### src/rtl/risc_controller_pkg.sv
`default_nettype none
// ============================================================================
//  Module      : risc_controller_pkg
//  Description : Shared opcode and sequencer-phase constants for the RISC
//                controller, ALU and instruction register.
//  Revision    : 1.0 - initial release
// ============================================================================
package risc_controller_pkg;

    // Instruction opcodes
    localparam logic [2:0] HLT = 3'd0;
    localparam logic [2:0] SKZ = 3'd1;
    localparam logic [2:0] ADD = 3'd2;
    localparam logic [2:0] AND = 3'd3;
    localparam logic [2:0] XOR = 3'd4;
    localparam logic [2:0] LDA = 3'd5;
    localparam logic [2:0] STO = 3'd6;
    localparam logic [2:0] JMP = 3'd7;

    // Sequencer phases
    localparam logic [2:0] INST_ADDR  = 3'd0;
    localparam logic [2:0] INST_FETCH = 3'd1;
    localparam logic [2:0] INST_LOAD  = 3'd2;
    localparam logic [2:0] IDLE       = 3'd3;
    localparam logic [2:0] OP_ADDR    = 3'd4;
    localparam logic [2:0] OP_FETCH   = 3'd5;
    localparam logic [2:0] ALU_OP     = 3'd6;
    localparam logic [2:0] STORE      = 3'd7;

    // True for opcodes that read an operand and load the accumulator
    function automatic logic is_aluop(input logic [2:0] op);
        return (op == ADD) || (op == AND) || (op == XOR) || (op == LDA);
    endfunction

endpackage
`default_nettype wire

### src/rtl/risc_controller_phase_counter.sv
`default_nettype none
// ============================================================================
//  Module      : phase_counter
//  Description : 3-bit sequencer phase counter, synchronous active-high reset,
//                counts up and wraps 7 -> 0 while enabled.
//  Revision    : 1.0 - initial release
// ============================================================================
module phase_counter
    import risc_controller_pkg::*;
(
    input  logic       clk,
    input  logic       rst,
    input  logic       en,
    output logic [2:0] count
);

    logic [2:0] r_count;

    // Reset to the first phase; otherwise step by one when enabled (natural wrap)
    always_ff @(posedge clk) begin
        if (rst) begin
            r_count <= INST_ADDR;
        end else if (en) begin
            r_count <= r_count + 3'd1;
        end
    end

    assign count = r_count;

endmodule
`default_nettype wire

### src/rtl/risc_controller.sv
`default_nettype none
// ============================================================================
//  Module      : risc_controller
//  Description : Eight-phase sequencer for a simple accumulator RISC. Control
//                strobes are decoded combinationally from the registered phase,
//                the sticky halt flag and the live opcode/zero inputs.
//  Revision    : 1.0 - initial release
// ============================================================================
module risc_controller
    import risc_controller_pkg::*;
(
    input  logic       clk,
    input  logic       rst,
    input  logic [2:0] opcode,
    input  logic       zero,
    output logic [2:0] phase,
    output logic       sel,
    output logic       rd,
    output logic       ld_ir,
    output logic       inc_pc,
    output logic       halt,
    output logic       ld_pc,
    output logic       data_e,
    output logic       ld_ac,
    output logic       wr
);

    logic [2:0] w_phase;
    logic       r_halt;
    logic       w_aluop;

    // The counter stops once halted; halt sets on the 4->5 edge, so it freezes at 5
    phase_counter u_phase_counter (
        .clk   (clk),
        .rst   (rst),
        .en    (!r_halt),
        .count (w_phase)
    );

    // Sticky halt flag: set when a HLT instruction reaches the operand-address phase
    always_ff @(posedge clk) begin
        if (rst) begin
            r_halt <= 1'b0;
        end else if (!r_halt && (w_phase == OP_ADDR) && (opcode == HLT)) begin
            r_halt <= 1'b1;
        end
    end

    assign w_aluop = is_aluop(opcode);

    // Strobe decode; everything defaults low so a halted core drives nothing
    always_comb begin
        sel    = 1'b0;
        rd     = 1'b0;
        ld_ir  = 1'b0;
        inc_pc = 1'b0;
        ld_pc  = 1'b0;
        data_e = 1'b0;
        ld_ac  = 1'b0;
        wr     = 1'b0;
        if (!r_halt) begin
            case (w_phase)
                INST_ADDR: begin
                    sel = 1'b1;
                end
                INST_FETCH: begin
                    sel = 1'b1;
                    rd  = 1'b1;
                end
                INST_LOAD, IDLE: begin
                    sel   = 1'b1;
                    rd    = 1'b1;
                    ld_ir = 1'b1;
                end
                OP_ADDR: begin
                    inc_pc = 1'b1;
                end
                OP_FETCH: begin
                    rd = w_aluop;
                end
                ALU_OP: begin
                    rd     = w_aluop;
                    inc_pc = (opcode == SKZ) && zero;
                    ld_pc  = (opcode == JMP);
                    data_e = (opcode == STO);
                end
                STORE: begin
                    rd     = w_aluop;
                    ld_ac  = w_aluop;
                    ld_pc  = (opcode == JMP);
                    data_e = (opcode == STO);
                    wr     = (opcode == STO);
                end
                default: begin
                    sel = 1'b0;
                end
            endcase
        end
    end

    assign phase = w_phase;
    assign halt  = r_halt;

endmodule
`default_nettype wire
### config.mk
export PLATFORM = sky130hd
export DESIGN_NAME = risc_controller
export DESIGN_NICKNAME = d
export VERILOG_FILES = /design/src/rtl/risc_controller_pkg.sv /design/src/rtl/risc_controller_phase_counter.sv /design/src/rtl/risc_controller.sv
export SDC_FILE = /design/constraint.sdc
export NUM_CORES = 1
export LEC_CHECK = 0
export ABC_CLOCK_PERIOD_IN_PS = 1700
export BUFFER_PORTS_ARGS = -buffer_cell sky130_fd_sc_hd__buf_2
export CAP_MARGIN = 10
export CELL_PAD_IN_SITES_DETAIL_PLACEMENT = 1
export CELL_PAD_IN_SITES_GLOBAL_PLACEMENT = 2
export CORE_MARGIN = 10
export CORE_UTILIZATION = 20
export CTS_BUF_LIST = sky130_fd_sc_hd__clkbuf_16
export DETAILED_ROUTE_END_ITERATION = 16
export PLACE_DENSITY = 0.72
export SLEW_MARGIN = 20
export SYNTH_ARGS = -nofsm -noshare
export SYNTH_HDL_FRONTEND = slang
export SYNTH_SLANG_ARGS = --single-unit
### constraint.sdc
create_clock -name clk -period 1.7 [get_ports clk]
set_input_delay 0.255 -clock clk [delete_from_list [all_inputs] [get_ports clk]]
set_output_delay 0.255 -clock clk [all_outputs]
set_load 0.02 [all_outputs]
==> results of run 1 <==
==> worst paths after layout <==
path                                                from                        to  slack [ns]  depth (start not counted)
worst min-delay path                                 rst  u_phase_counter.count[1]        0.24                          2
worst min register to register  u_phase_counter.count[1]  u_phase_counter.count[1]        0.68                          3
worst max-delay path            u_phase_counter.count[0]                    data_e      -0.008                          5
worst max register to register  u_phase_counter.count[2]  u_phase_counter.count[2]        0.49                          5
==> stage by stage <==
step / hold WS, ns / cell area, sq um / cells
2_1_floorplan: 0.327 / 337 / 43
3_3_place_gp: 0.473 / 467 / 79
3_5_place_dp: 0.479 / 467 / 79
4_1_cts: 0.235 / 564 / 83
5_1_grt: 0.261 / 664 / 84
6_report: 0.237 / 664 / 84
==> flip-flops by register name, indices dropped and copies added, names as in the netlist <==
signal,count
u_phase_counter.count,3
halt,1
==> kinds of logic (layout without fill, tap and decap cells) <==
group | Yosys count | after routing | synth area share [%]
simple gates | 18 | 18 | 24.9
compound gates | 7 | 7 | 14.0
fa+ha+maj | 6 | 6 | 22.6
buf+inv | 5 | 30 | 6.03
flops | 4 | 4 | 24.2
xor+xnor | 2 | 2 | 5.28
mux | 1 | 1 | 3.02
==> timing repair <==
item                       CTS  global route
resized for setup            5            20
setup endpoints to repair    6             5
pin swaps                    2             6
setup buffers                1             1
==> worst register-to-register path, delay by kind of cell, from the launching register on <==
family	cells	cell delay (ns)
adder cells (fa/ha/maj)	1	0.31
buffers and inverters	1	0.11
AND/OR/NAND/NOR	2	0.11
flip-flops	1	0.42
AO/OA/AOI/OAI	1	0.15
==> placed cells by master, fill, tap and decap left out, drive strengths merged <==
cell / Yosys / routed
o32ai: 1 / 1
clkbuf: 0 / 3
nor2: 10 / 10
inv: 4 / 4
nand2: 1 / 1
xor2: 1 / 1
nand2b: 2 / 2
xnor2: 1 / 1
mux2i: 1 / 1
nor4: 2 / 2
buf: 1 / 23
dfxtp: 4 / 4
ha: 6 / 6
nor3: 2 / 2
or2: 1 / 1
a41oi: 2 / 2
a21oi: 4 / 4
==> metal layers <==
metal,vias to the layer above,global-route usage (%),part of all wire [%]
li1,200,-,-
met1,187,6.65,35
met2,12,11.6,56
met3,0,3.34,9.0
met4,0,3.76,0
met5,-,0,0
==> power groups by stage <==
stage	sequential (uW)	clock [uW]	combinational, uW
floorplan	120	0	62.1
global placement	112	0	120
detailed placement	113	0	120
CTS	111	376	128
global route	120	380	166
finish	119	368	150
==> final cells by class <==
cell class,count,area [sq um]
well taps,16,20.0
repair buffers,23,139
flip-flops and latches,4,87.6
inverters,4,20.0
clock buffers,3,75.1
multi-input cells,34,323
fillers,189,877
==> results.cfg, run 1 <==
[clocking]
htreeDepth = 1
insertion_delay_ns = 0.22
hold_buffers = 0
clock-sinks = 4
clk_pin_slew_ns = 0.03
clock_path_buffers = 2
cts_tree = yes
cts_root_buf = clkbuf_16
cts_buffers = 3

[die]
start_util_pct = 21.5
io_pins = 18
floorplan.die_area_sq_um = 3690
die_h_um = 60.7
rows = 14
dieWidth_um = 60.7
fp.coreArea_sq_um = 1540

[hold_path]
hp-class = in -> reg

[worst_setup_path]
worstPathRequired_ns = 1.44
critPathTopFamily = flip-flops
path_cells = ha_4 > ha_4 > a21oi_4 > nor4_2 > buf_4
critPathBufInv = 1
cp-end-kind = output pin
path_max_fanout = 5
critical_path_class = reg -> out
worstPathArrival_ns = 1.45
crit_path_max_incr_delay_ns = 0.39
cpMaxStageDelayCell = dfxtp_4
cp_common_cell = ha_4
cp-start-kind = flip-flop

[finish]
nNetsFinal = 82
area_growth_pct = 100
layout-drive-gt1-share_pct = 58.8
diodes = 0
post-route-util_pct = 43.1

[pwr]
powerDensity_nw_per_um2 = 958
netSwitchingFraction_pct = 26.5
total_power_uw = 637
p_clk_share_pct = 57.8
switchingPower_uw = 169
power_frac_seq_pct = 18.6
p_int_uw = 468
ir_worst_vdd_mv = 0.709
p_leak_uw = 0.000293
p_comb_share_pct = 23.6

[routing]
wl_um = 1320
wire_per_inst_um = 15.7
postRouteAntennaNets = 0
vias = 399
drt_iter0_drc = 6
via_per_inst = 4.75
drc = 0
drtPass1Iterations = 4

[logic_synthesis]
ys_seq_elements = 4
yosysTopAreaCell = dfxtp_1
yosysTopAreaCellShare_pct = 24.2
synth.avg_cell_area_sq_um = 7.71
synthArstFlopShare_pct = 0
synth_area_sq_um = 332
synth-edff-count = 0
ys.flop_type = dfxtp_1
netlist_instances = 43
syn_nets = 55
synth.distinct_cells = 16
yosysWarnings = 0
seq_area_frac_synth_pct = 24.2
synthTopCellsByArea = dfxtp_1 (24%), ha_1 (23%), nor2_1 (11%), a21oi_1 (6.0%), a41oi_1 (5.3%)
yosysMostFrequentCell = nor2_1
synth_common_cells = nor2_1 (10), ha_1 (6), a21oi_1 (4), dfxtp_1 (4), inv_1 (4)

[global_route]
grt_pass1_wl_um = 1930
first_global_vias = 440
grt_overflow = 0
grtUsageTotal_pct = 6.84
antenna_found_initial = 0
grt_max_degree = 9

[status]
status = finished, violations left
violations = negative setup slack

[sta]
finalCriticalPeriod_ns = 1.71
tightest_slew_ns = 0.295
slew_viol_final = 0
finalCritPeriodShare_pct = 100
clock_skew_ns = 0.00137
slew_headroom_pct = 80.3
rsz0062_at_grt = yes
worst_slack_ns = -0.00825
fin_tns_setup_ns = -0.00825
setup_viol_count_final = 1
max_freq_mhz = 585
hold_viol_final = 0

[placement]
port_buffers = 17
place.gp.congestion = 0.692
dpl.hpwl_um = 914
detailedPlace.worstSlack_ns = 0.0873

[job]
maxCapViolations = 0
(Power assumes the default switching activity.)
==> run 2: changes to the inputs <==
--- a/config.mk
+++ b/config.mk
@@ -14,6 +14,7 @@
 export CORE_UTILIZATION = 20
 export CTS_BUF_LIST = sky130_fd_sc_hd__clkbuf_16
 export DETAILED_ROUTE_END_ITERATION = 16
+export GPL_TIMING_DRIVEN = 0
 export PLACE_DENSITY = 0.72
 export SLEW_MARGIN = 20
 export SYNTH_ARGS = -nofsm -noshare
==> run 2 against run 1 <==
The run still ends with negative setup slack left. Hold slack worse by 0.0066 ns. First-iteration DRC count decreased by 100%. Register-to-register slack got worse by 0.02 ns. Sequential power barely moved. Power decreased by 2.7%. Non-clock buffer count unchanged. Critical path type unchanged. Largest cell class unchanged. Largest power group unchanged.
==> results.cfg, run 2 (synthesized netlist as in run 1, its figures left out) <==
[sta]
slew_headroom_pct = 85.3
finalCriticalPeriod_ns = 1.70
tightest_slew_ns = 0.218
hold_viol_final = 0
max_freq_mhz = 587
setup_viol_count_final = 1
slew_viol_final = 0
worst_slack_ns = -0.00294
fin_tns_setup_ns = -0.00294
holdWs_ns = 0.231
finalCritPeriodShare_pct = 100
rsz0062_at_grt = yes
clock_skew_ns = 0.000721

[routing]
drt_iter0_drc = 0
wl_um = 1170
drc = 0
postRouteAntennaNets = 0
wire_per_inst_um = 13.9
vias = 398
drtPass1Iterations = 1
via_per_inst = 4.74

[global_route]
grt_max_degree = 11
grt_overflow = 0
first_global_vias = 383
antenna_found_initial = 0
grt_pass1_wl_um = 1700
grtUsageTotal_pct = 6.09

[finish]
fillers = 186
post-route-util_pct = 40.4
area_growth_pct = 87.9
layout_common_cells = buf_2 (16), nor2_1 (10), buf_4 (7)
final_common_cell = buf_2
diodes = 0
largest_reg_flops = 3
final_area_sq_um = 623
nNetsFinal = 82
layout-drive-gt1-share_pct = 54.4

[worst_setup_path]
worstPathRequired_ns = 1.44
critical_path_class = reg -> out
worstPathArrival_ns = 1.45
cp-start-kind = flip-flop
rrSetupSlack_ns = 0.47
path_max_fanout = 5
cp-end-kind = output pin

[die]
floorplan.die_area_sq_um = 3690
io_pins = 18
die_h_um = 60.7
start_util_pct = 21.5
rows = 14
fp.coreArea_sq_um = 1540
dieWidth_um = 60.7

[clocking]
cts_tree = yes
clock-sinks = 4
cts_root_buf = clkbuf_16
htreeDepth = 1
insertion_delay_ns = 0.22
clock_path_buffers = 2
cts_buffers = 3
clk_pin_slew_ns = 0.03
hold_buffers = 0

[pwr]
ir_worst_vdd_mv = 0.641
switchingPower_uw = 155
p_comb_share_pct = 22.4
p_clk_share_pct = 58.7
p_int_uw = 465
p_leak_uw = 0.000291
powerDensity_nw_per_um2 = 994
netSwitchingFraction_pct = 25.0
power_frac_seq_pct = 19.0

[hold_path]
hp-class = in -> reg

[status]
violations = negative setup slack
status = finished, violations left

[placement]
place_area_sq_um = 442
detailedPlace.worstSlack_ns = -0.0374
port_buffers = 17
place.gp.congestion = 0.649
dpl.hpwl_um = 807

[job]
maxCapViolations = 0
[run 2: critical path, cell delays in order, from the launching register on]
cell,delay [ns]
dfxtp_4,0.36
ha_4,0.17
buf_4,0.13
ha_1,0.20
a21oi_1,0.15
nor2_1,0.06
buf_2,0.16
[run 2: final timing paths]
path	end	cells after the start	startpoint
setup reg to reg	u_phase_counter.count[2]	6	u_phase_counter.count[0]
hold reg to reg	u_phase_counter.count[1]	2	u_phase_counter.count[1]
setup / recovery	ld_ir	6	u_phase_counter.count[0]
hold / removal	u_phase_counter.count[0]	2	rst
[run 2: through the flow]
step,total power [uW],instances
after floorplan,182,43
after global placement,222,76
after detailed placement,221,76
after CTS,599,81
after global routing,654,84
final,620,84
[run 2: what timing repair did]
action	in CTS	in global routing
endpoints found under the setup margin	6	5
pin swaps	3	3
resized for setup	5	14
setup buffers	2	3
hold endpoints to repair	0	0
gates cloned	0	0
[run 2: power groups by stage]
| stage | Sequential, uW | Combinational (uW) | Clock, uW |
|---|---|---|---|
| 2_1_floorplan | 120 | 62.1 | 0 |
| 3_3_place_gp | 114 | 108 | 0 |
| 3_5_place_dp | 114 | 108 | 0 |
| 4_1_cts | 112 | 116 | 372 |
| 5_1_grt | 120 | 154 | 381 |
| 6_report | 118 | 139 | 364 |
[run 2: layer usage]
| metal | up-vias | share of wire, % | GRT usage [%] |
|---|---|---|---|
| met5 | - | 0 | 0 |
| met4 | 0 | 4.0 | 4.70 |
| met3 | 5 | 7.1 | 2.51 |
| met2 | 15 | 48 | 8.30 |
| met1 | 175 | 41 | 7.35 |
| li1 | 203 | - | - |
[run 2: layout make-up]
class	count	area (sq um)	share of cell area, %
multi-input combinational	34	289	46.4
timing repair buffer	22	128	20.5
clock buffer	3	75.1	12.0
buffer	1	5.00	0.803
sequential	4	88.8	14.3
tap	16	20.0	3.21
inverter	4	17.5	2.81
==> run 3: changes to the inputs <==
--- a/config.mk
+++ b/config.mk
@@ -5,17 +5,18 @@
 export SDC_FILE = /design/constraint.sdc
 export NUM_CORES = 1
 export LEC_CHECK = 0
+export ABC_AREA = 1
 export ABC_CLOCK_PERIOD_IN_PS = 1700
-export BUFFER_PORTS_ARGS = -buffer_cell sky130_fd_sc_hd__buf_2
 export CAP_MARGIN = 10
 export CELL_PAD_IN_SITES_DETAIL_PLACEMENT = 1
 export CELL_PAD_IN_SITES_GLOBAL_PLACEMENT = 2
 export CORE_MARGIN = 10
-export CORE_UTILIZATION = 20
+export CORE_UTILIZATION = 28
 export CTS_BUF_LIST = sky130_fd_sc_hd__clkbuf_16
 export DETAILED_ROUTE_END_ITERATION = 16
+export DONT_BUFFER_PORTS = 1
 export GPL_TIMING_DRIVEN = 0
-export PLACE_DENSITY = 0.72
+export PLACE_DENSITY = 0.73
 export SLEW_MARGIN = 20
 export SYNTH_ARGS = -nofsm -noshare
 export SYNTH_HDL_FRONTEND = slang
==> run 3 against run 2 <==
Sequential power grew 7%. Critical endpoint is now rd. Highest routed layer unchanged. Cell count fell by 7.1%. The run now ends clean. Power down 0.99%. Critical path type unchanged.
==> results.cfg, run 3 <==
[clocking]
cts_root_buf = clkbuf_16
htreeDepth = 1
cts_buffers = 3
hold_buffers = 0
clock-sinks = 4
clk_pin_slew_ns = 0.03
cts_tree = yes
clock_path_buffers = 2
insertion_delay_ns = 0.23

[routing]
postRouteAntennaNets = 0
via_per_inst = 4.81
vias = 375
wire_per_inst_um = 15.2
drc = 0
wl_um = 1180
drt_iter0_drc = 0
drtPass1Iterations = 1

[worst_setup_path]
worstPathArrival_ns = 1.34
critPathBufInv = 2
crit_path_max_incr_delay_ns = 0.39
cp-start-kind = flip-flop
path_cells = buf_8 > buf_4 > nand2_1 > nand2_1 > nand3_1 > a21oi_4
critical_path_class = reg -> out
critPathTopFamily = flip-flops
cpMaxStageDelayCell = dfxtp_4
cp-end-kind = output pin
cp_common_cell = nand2_1
worstPathRequired_ns = 1.44
path_max_fanout = 6

[sta]
finalCriticalPeriod_ns = 1.59
hold_viol_final = 0
slew_viol_final = 0
setup_viol_count_final = 0
max_freq_mhz = 627
clock_skew_ns = 0.00247
tightest_slew_ns = 0.399
rsz0062_at_grt = no
finalCritPeriodShare_pct = 93.8
holdWs_ns = 0.0834
slew_headroom_pct = 73.3

[logic_synthesis]
ys.flop_type = dfxtp_1
netlist_instances = 59
yosysTopAreaCell = dfxtp_1
synth_common_cells = nand2_1 (11), a21oi_1 (8), inv_1 (8)
yosysMostFrequentCell = nand2_1
synth.distinct_cells = 14
synth.avg_cell_area_sq_um = 6.70
ys_seq_elements = 4
yosysWarnings = 0
synth-edff-count = 0
synthArstFlopShare_pct = 0
synth_area_sq_um = 395
syn_nets = 71
seq_area_frac_synth_pct = 20.3
yosysTopAreaCellShare_pct = 20.3
synthTopCellsByArea = dfxtp_1 (20%), ha_1 (19%), nand2_1 (10%), a21oi_1 (10%), inv_1 (7.6%)

[placement]
place.gp.congestion = 0.732
dpl.hpwl_um = 869
port_buffers = 0
dp_cells = 74

[global_route]
antenna_found_initial = 0
grt_pass1_wl_um = 1850
grt_overflow = 0
first_global_vias = 385
grt_max_degree = 10
grtUsageTotal_pct = 7.21

[finish]
layout-drive-gt1-share_pct = 42.9
regArea_sq_um = 91.3
fillers = 156
largest_reg_flops = 3
multiInputGateArea_sq_um = 329
nNetsFinal = 77
area_growth_pct = 49.4
diodes = 0
stdcell_count = 78
final_common_cell = nand2_1
layout_common_cells = nand2_1 (11), inv_1 (6), a21oi_1 (5)

[die]
start_util_pct = 30.0
fp.coreArea_sq_um = 1320
io_pins = 18
die_h_um = 57.6
rows = 13
dieWidth_um = 57.6
floorplan.die_area_sq_um = 3310

[hold_path]
hp-class = in -> reg

[pwr]
ir_worst_vdd_mv = 0.580
p_leak_uw = 0.000254
powerDensity_nw_per_um2 = 1040

[status]
status = finished clean

[job]
maxCapViolations = 0
[run 3: changes by cell type in the layout (fill, tap and decap cells not counted), moves of 3 or more]
cell	before	now
buf_2	16	0
nand2_1	1	11
nand3_1	0	3
buf_4	7	1
a21oi_1	2	5
nor2_1	10	3
nand2_2	0	3
inv_1	3	6
[run 3: stage by stage]
step	TNS [ns]	instance area, sq um	power [uW]	utilization (%)	setup WS, ns
4_1_cts	0	539	616	40.9	0.0264
6_report	0	591	614	44.8	0.106
3_3_place_gp	-0.0570	414	209	31.4	-0.0523
2_1_floorplan	0	395	192	-	0.128
3_5_place_dp	-0.0469	414	210	31.4	-0.0409
5_1_grt	0	591	649	44.8	0.00638
[run 3: final timing paths]
check / slack [ns] / from / endpoint / cells past startpoint
setup reg to reg: 0.57 / u_phase_counter.count[1] / u_phase_counter.count[1] / 4
setup / recovery: 0.11 / u_phase_counter.count[2] / rd / 6
hold reg to reg: 0.56 / u_phase_counter.count[0] / u_phase_counter.count[0] / 2
hold / removal: 0.08 / rst / u_phase_counter.count[0] / 1
[run 3: metal layers]
| layer | track usage [%] | vias to the layer above | share of wire [%] |
|---|---|---|---|
| met5 | 0 | - | 0 |
| met4 | 5.03 | 0 | 2.7 |
| met3 | 2.21 | 4 | 5.6 |
| met2 | 12.0 | 10 | 51 |
| met1 | 7.54 | 169 | 41 |
| li1 | - | 192 | - |
[run 3: what timing repair did]
item,4_1_cts,5_1_grt
pin swaps,2,5
resized for setup,16,10
setup buffers,0,1
endpoints found under the setup margin,7,6
[run 3: logic make-up after synthesis]
group	count (synthesis)	share of synthesized area [%]
AO/OA/AOI/OAI	10	12.7
adder cells (fa/ha/maj)	6	19.0
buffers and inverters	12	15.8
flip-flops	4	20.3
AND/OR/NAND/NOR	27	32.3
[run 3: cell type report]
cell class	count	area share, %
clock buffers	3	12.7
plain buffers	2	4.45
repair buffers	1	1.27
multi-input cells	43	55.7
flip-flops and latches	4	15.5
well taps	15	3.18
inverters	10	7.20
[run 3: report_power, final]
part	leakage (uW)	internal (uW)	switching, uW	total, uW
Combinational	0.000183	41.5	70.4	112
Sequential	0.0000348	102	23.6	126
Clock	0.0000370	301	74.3	376
Total	0.000254	445	168	614
